$ cat src/rtl/timer_pkg.sv
// Shared types and constants for the BCD seconds timer.
package timer_pkg;

  typedef enum logic [1:0] {
    IDLE  = 2'd0,
    RUN   = 2'd1,
    PAUSE = 2'd2
  } timer_state_t;

  typedef logic [3:0] bcd_digit_t;

  localparam bcd_digit_t BCD_MAX = 4'd9;

endpackage

$ cat src/rtl/button_edge.sv
// Button conditioner: 2-flop synchronizer, optional debounce (TIMER_DEBOUNCE_EN),
// and rising-edge detector. The edge pulse is combinational from the flop chain.
module button_edge
`ifdef TIMER_DEBOUNCE_EN
#(
  parameter int unsigned DEBOUNCE_CYCLES = 250000
)
`endif
(
  input  logic clk_i,
  input  logic rst_i,
  input  logic btn_i,
  output logic edge_o
);

  logic sync1_q;
  logic sync2_q;
  logic level_prev_q;

  // Two-flop synchronizer for the raw asynchronous button level.
  always_ff @(posedge clk_i) begin
    if (rst_i) begin
      sync1_q <= 1'b0;
      sync2_q <= 1'b0;
    end else begin
      sync1_q <= btn_i;
      sync2_q <= sync2_q == sync1_q ? sync1_q : sync1_q;
    end
  end

`ifdef TIMER_DEBOUNCE_EN
  localparam int unsigned CNT_W = $clog2(DEBOUNCE_CYCLES + 1);

  logic             db_q;
  logic [CNT_W-1:0] cnt_q;

  if (DEBOUNCE_CYCLES < 1) begin : g_bad_debounce
    $error("button_edge: DEBOUNCE_CYCLES must be at least 1");
  end

  // Debounced level only follows sync2 once it has differed for a full window.
  always_ff @(posedge clk_i) begin
    if (rst_i) begin
      db_q  <= 1'b0;
      cnt_q <= '0;
    end else if (sync2_q == db_q) begin
      cnt_q <= '0;
    end else if (cnt_q == CNT_W'(DEBOUNCE_CYCLES - 1)) begin
      db_q  <= sync2_q;
      cnt_q <= '0;
    end else begin
      cnt_q <= cnt_q + CNT_W'(1);
    end
  end

  // Previous debounced level for edge detection.
  always_ff @(posedge clk_i) begin
    if (rst_i) begin
      level_prev_q <= 1'b0;
    end else begin
      level_prev_q <= db_q;
    end
  end

  assign edge_o = db_q & ~level_prev_q;
`else
  // Third flop of the chain; sync2 & ~sync3 marks the rising edge.
  always_ff @(posedge clk_i) begin
    if (rst_i) begin
      level_prev_q <= 1'b0;
    end else begin
      level_prev_q <= sync2_q;
    end
  end

  assign edge_o = sync2_q & ~level_prev_q;
`endif

endmodule

$ cat src/rtl/bcd_timer_core.sv
// BCD seconds stopwatch core: IDLE/RUN/PAUSE control, 00..TENS_MAX9 count, carry pulse.
// Optional button debounce is enabled by defining TIMER_DEBOUNCE_EN.
module bcd_timer_core
  import timer_pkg::*;
#(
  parameter int unsigned TENS_MAX        = 5,
  parameter int unsigned DEBOUNCE_CYCLES = 250000
) (
  input  logic       Clk,
  input  logic       Reset,
  input  logic       Tick,
  input  logic       StartStop,
  input  logic       Clear,
  output logic [3:0] Ones,
  output logic [3:0] Tens,
  output logic       Carry,
  output logic       Running
);

  localparam bcd_digit_t TENS_TOP = bcd_digit_t'(TENS_MAX);

  if (TENS_MAX < 1 || TENS_MAX > 9) begin : g_bad_tens
    $error("bcd_timer_core: TENS_MAX must be within 1..9");
  end
  if (DEBOUNCE_CYCLES < 1) begin : g_bad_debounce
    $error("bcd_timer_core: DEBOUNCE_CYCLES must be at least 1");
  end

  timer_state_t state_q;
  bcd_digit_t   ones_q, tens_q;
  bcd_digit_t   ones_d, tens_d;
  logic         carry_q, carry_d;
  logic         running_q;
  logic         ss_edge_s, clr_edge_s;

`ifdef TIMER_DEBOUNCE_EN
  button_edge #(.DEBOUNCE_CYCLES(DEBOUNCE_CYCLES)) u_ss_edge (
`else
  button_edge u_ss_edge (
`endif
    .clk_i  (Clk),
    .rst_i  (Reset),
    .btn_i  (StartStop),
    .edge_o (ss_edge_s)
  );

`ifdef TIMER_DEBOUNCE_EN
  button_edge #(.DEBOUNCE_CYCLES(DEBOUNCE_CYCLES)) u_clr_edge (
`else
  button_edge u_clr_edge (
`endif
    .clk_i  (Clk),
    .rst_i  (Reset),
    .btn_i  (Clear),
    .edge_o (clr_edge_s)
  );

  // Next count value if a tick is taken; wrap at TENS_MAX9 raises carry.
  always_comb begin
    ones_d  = ones_q;
    tens_d  = tens_q;
    carry_d = 1'b0;
    if (ones_q >= BCD_MAX) begin
      ones_d = 4'd0;
      if (tens_q >= TENS_TOP) begin
        tens_d  = 4'd0;
        carry_d = 1'b1;
      end else begin
        tens_d = tens_q + 4'd1;
      end
    end else begin
      ones_d = ones_q + 4'd1;
    end
  end

  // Control FSM and count registers. Clear outranks StartStop and Tick; in RUN a
  // coincident tick is counted before pausing, in PAUSE it is dropped.
  always_ff @(posedge Clk) begin
    if (Reset) begin
      state_q   <= IDLE;
      ones_q    <= 4'd0;
      tens_q    <= 4'd0;
      carry_q   <= 1'b0;
      running_q <= 1'b0;
    end else if (clr_edge_s) begin
      state_q   <= IDLE;
      ones_q    <= 4'd0;
      tens_q    <= 4'd0;
      carry_q   <= 1'b0;
      running_q <= 1'b0;
    end else begin
      carry_q <= 1'b0;
      case (state_q)
        IDLE: begin
          if (ss_edge_s) begin
            state_q   <= RUN;
            running_q <= 1'b1;
          end
        end
        RUN: begin
          if (Tick) begin
            ones_q  <= ones_d;
            tens_q  <= tens_d;
            carry_q <= carry_d;
          end
          if (ss_edge_s) begin
            state_q   <= PAUSE;
            running_q <= 1'b0;
          end
        end
        PAUSE: begin
          if (ss_edge_s) begin
            state_q   <= RUN;
            running_q <= 1'b1;
          end
        end
        default: begin
          state_q   <= IDLE;
          running_q <= 1'b0;
        end
      endcase
    end
  end

  assign Ones    = ones_q;
  assign Tens    = tens_q;
  assign Carry   = carry_q;
  assign Running = running_q;

endmodule

$ cat config.mk
export PLATFORM = sky130hd
export DESIGN_NAME = bcd_timer_core
export DESIGN_NICKNAME = d
export VERILOG_FILES = /design/src/rtl/timer_pkg.sv /design/src/rtl/button_edge.sv /design/src/rtl/bcd_timer_core.sv
export SDC_FILE = /design/constraint.sdc
export NUM_CORES = 1
export LEC_CHECK = 0
export BUFFER_PORTS_ARGS = -buffer_cell sky130_fd_sc_hd__buf_2
export CAP_MARGIN = 40
export CORE_ASPECT_RATIO = 1.25
export CORE_MARGIN = 1.5
export CORE_UTILIZATION = 46
export DETAILED_ROUTE_END_ITERATION = 7
export GPL_TIMING_DRIVEN = 0
export MAX_ROUTING_LAYER = met4
export PLACE_DENSITY = 0.73
export SYNTH_ARGS = -nofsm -noshare
export SYNTH_HDL_FRONTEND = slang
export SYNTH_SLANG_ARGS = --single-unit
$ cat constraint.sdc
create_clock -name Clk -period 1.75 [get_ports Clk]
set_clock_uncertainty 0.1 [all_clocks]
set_input_delay 0.175 -clock Clk [delete_from_list [all_inputs] [get_ports Clk]]
set_output_delay 0.175 -clock Clk [all_outputs]
set_load 0.05 [all_outputs]
==> metrics.txt <==
Netlist cell types=24; Fill cells=130; Max Transition Viols Final=0; Max Fanout on Critical Path=6; Area growth syn-to-layout=20.2%; Worst path max stage delay=0.41 ns; H-Tree Depth=1; Cell Area, Synth=749 µm²; CORE AREA=1540 µm²; first-pass GRT wire length=1.88 mm; boundary pin count=15; P_sw=0.144 mW; post-synthesis sequential area ratio=0.454; Avg Inst Size Synth=9.37 µm²; Synth area leaders=dfxtp_1 (45%), ha_1 (10%), nor2b_1 (5.8%); via count=605; Die W=39.1 µm; critical path cell sequence=inv_2 -> ha_1 -> or3b_4 -> nand3_4 -> or4_1 -> a21oi_1; Cell Count, Final, Fillers Out=118; number of inserted diodes=0; Hold Crit Depth=2; HP Start=Reset; Synth Area in XOR/XNOR=0; RSZ-0062 raised after global routing=false; Initial Utilization=0.486; GP Congestion=0.670; PwrDens=716 nW/µm²; WL final=1.26 mm; combinational family with the most area after synthesis=simple AND/OR/NAND/NOR gates; Post-Synth Simple-Gate Area=0.282; Critical Path RT=1.87 ns; clock sinks=17; VDD IR max=0.470 mV; CTS buffer count=3; Adder-Cell Fraction of Synth Area=0.100; Max Cap Viol=0; sequential fraction of design power=0.614; per-cell routed wire length=10.7 µm; GRT Total Usage=0.157; DRT iter0 DRCs=5; clock root cell=clkbuf_4; Worst R2R Start=Ones[0]; initial antenna violation count=0; clock slew at reported path FFs=0.09 ns; share of the synthesized area in the top cell type=0.454; share of post-route cells with drive strength above 1=0.270; cell taking the most area after synthesis=dfxtp_1; mux share of post-synthesis cell area=0.0301; Clock Latency Late Sink=0.28 ns; Slew HR=0.702; Worst Setup End Kind=flip-flop; Yosys reg bits=17; Reg2Reg Setup Slack=0.08 ns; leakage=0.372 nW; Compound-Gate Fraction of Synth Area=0.0885; FF-to-FF End=Tens[3]; critical path class=reg -> reg; grt total ovfl=0; Tmin final=1.67 ns; Net count, final=112; Hold Crit Endpoint=u_ss_edge.sync2_q; dpl hpwl=925 µm; combinational power share=0.068; Mapped Cells=80; Critical Path AT=1.79 ns; R2R depth=6; Int Pwr=0.501 mW; DIE AREA=1880 µm²; sw frac=0.224; Inst Count DP=112; fmax=599 MHz; Post-Syn Nets=91; final period utilization=0.954; TritonRoute pass-1 iters=4; Via density=5.13; HP Class=in -> reg; crit path launch type=flip-flop; IO Port Bufs=14; synth warn=0; Worst Max-Slew Pin Slew=0.447 ns; largest net degree at the start of global routing=11; Final ANT Viol Nets=0; CTS tree=yes; vias in the first global route=464; Clk pwr share=0.318; CP max stage cell=or4_1; CTS max path bufs=2; # DRC=0; die height=48.1 µm; status=complete, no violations; final setup fails=0; site row count=16; Hold Fails Final Rpt=0; Setup Total Neg Slack=0 ns
## power groups by stage
stage | registers [mW] | logic, mW | clock network, mW
6_report | 0.396 | 0.0441 | 0.205
3_5_place_dp | 0.405 | 0.0415 | 0
4_1_cts | 0.396 | 0.0433 | 0.212
2_1_floorplan | 0.410 | 0.0227 | 0
5_1_grt | 0.397 | 0.0486 | 0.233
3_3_place_gp | 0.404 | 0.0400 | 0
## flip-flops by register name, indices dropped and copies added (netlist names)
name                     cells
u_ss_edge.sync1_q            1
u_ss_edge.level_prev_q       1
u_clr_edge.sync2_q           1
u_ss_edge.sync2_q            1
u_clr_edge.sync1_q           1
state_q                      1
u_clr_edge.level_prev_q      1
Running                      1
Tens                         4
Ones                         4
Carry                        1
## cells by family after synthesis
group	after synthesis
fa+ha+maj	6
compound gates	12
flops	17
buf+inv	7
mux	2
simple gates	36
## worst max path at each step
| stage | cells past startpoint | start | end |
|---|---|---|---|
| 2_1_floorplan | 6 | Ones[0] | Tens[3] |
| 3_3_place_gp | 6 | Ones[0] | Tens[3] |
| 3_5_place_dp | 6 | Ones[0] | Tens[3] |
| 4_1_cts | 6 | Ones[0] | Tens[3] |
| 5_1_grt | 6 | Ones[0] | Tens[3] |
| 6_report | 6 | Ones[0] | Tens[3] |
## per-stage QoR
| step | worst slack (ns) | instance area (µm²) | power (mW) | utilization | hold slack [ns] |
|---|---|---|---|---|---|
| 2_1_floorplan | 0.0133 | 762 | 0.433 | - | 0.147 |
| 4_1_cts | 0.0329 | 891 | 0.651 | 0.578 | 0.00666 |
| 6_report | 0.0812 | 901 | 0.645 | 0.584 | 0.0214 |
| 3_5_place_dp | 0.0721 | 855 | 0.446 | 0.554 | 0.295 |
| 5_1_grt | 0.0128 | 901 | 0.679 | 0.584 | 0.0264 |
| 3_3_place_gp | 0.0960 | 855 | 0.444 | 0.554 | 0.285 |
## cells in the final DEF (no fill, tap or decap), types with 2 or more instances in the layout
cell,count
a21oi_1,8
buf_2,14
clkbuf_1,2
clkbuf_4,3
dfxtp_1,13
dfxtp_2,2
dfxtp_4,2
dlygate4sd3_1,2
ha_1,6
inv_1,4
mux2_2,2
nand2_1,6
nand2b_1,2
nand3_1,6
nor2_1,4
nor2b_1,7
nor3_1,3
o21ai_0,2
## area by class of cell
class                   count  area, µm²  area share
inverters                   5       18.8      0.0208
flip-flops and latches     17        350       0.389
repair buffers             16       90.1       0.100
multi-input cells          56        378       0.419
well taps                  18       22.5      0.0250
clock buffers               4       26.3      0.0292
plain buffers               2       15.0      0.0167
## repair_timing
action,CTS,global route
setup endpoints to repair,0,1
endpoints found under the hold margin,1,1
setup buffers,0,0
gates resized for setup,0,1
hold buffers,1,1
## per-layer routing
metal | global-route usage | routed length, µm | vias up
met1 | 0.190 | 592 | 277
met4 | 0.0828 | 25 | 0
met3 | 0.0411 | 43 | 4
li1 | - | - | 313
met5 | - | 0 | -
met2 | 0.240 | 599 | 11
## worst max-delay path: cells and delay by family (launching register included)
family	cells	cell delay, ns
AO/OA/AOI/OAI	1	0.13
adder cells (fa/ha/maj)	1	0.18
buffers and inverters	1	0.04
flip-flops	1	0.39
AND/OR/NAND/NOR	3	0.76
## Yosys cell counts
library cell / n
nand2b_1: 2
or4_1: 1
dfxtp_1: 17
a21oi_1: 8
o21ai_0: 2
nand4b_1: 1
a41oi_1: 1
nor3_1: 3
nand3_4: 1
or2b_1: 1
and3b_1: 1
inv_1: 5
nor2b_1: 7
clkbuf_1: 1
nor2_1: 4
a21o_1: 1
nand3_1: 6
buf_6: 1
nand2_1: 6
ha_1: 6
nand3b_1: 1
or3b_1: 1
mux2_2: 2
and3_1: 1
No activity file was read; power rests on OpenSTA's default activity.
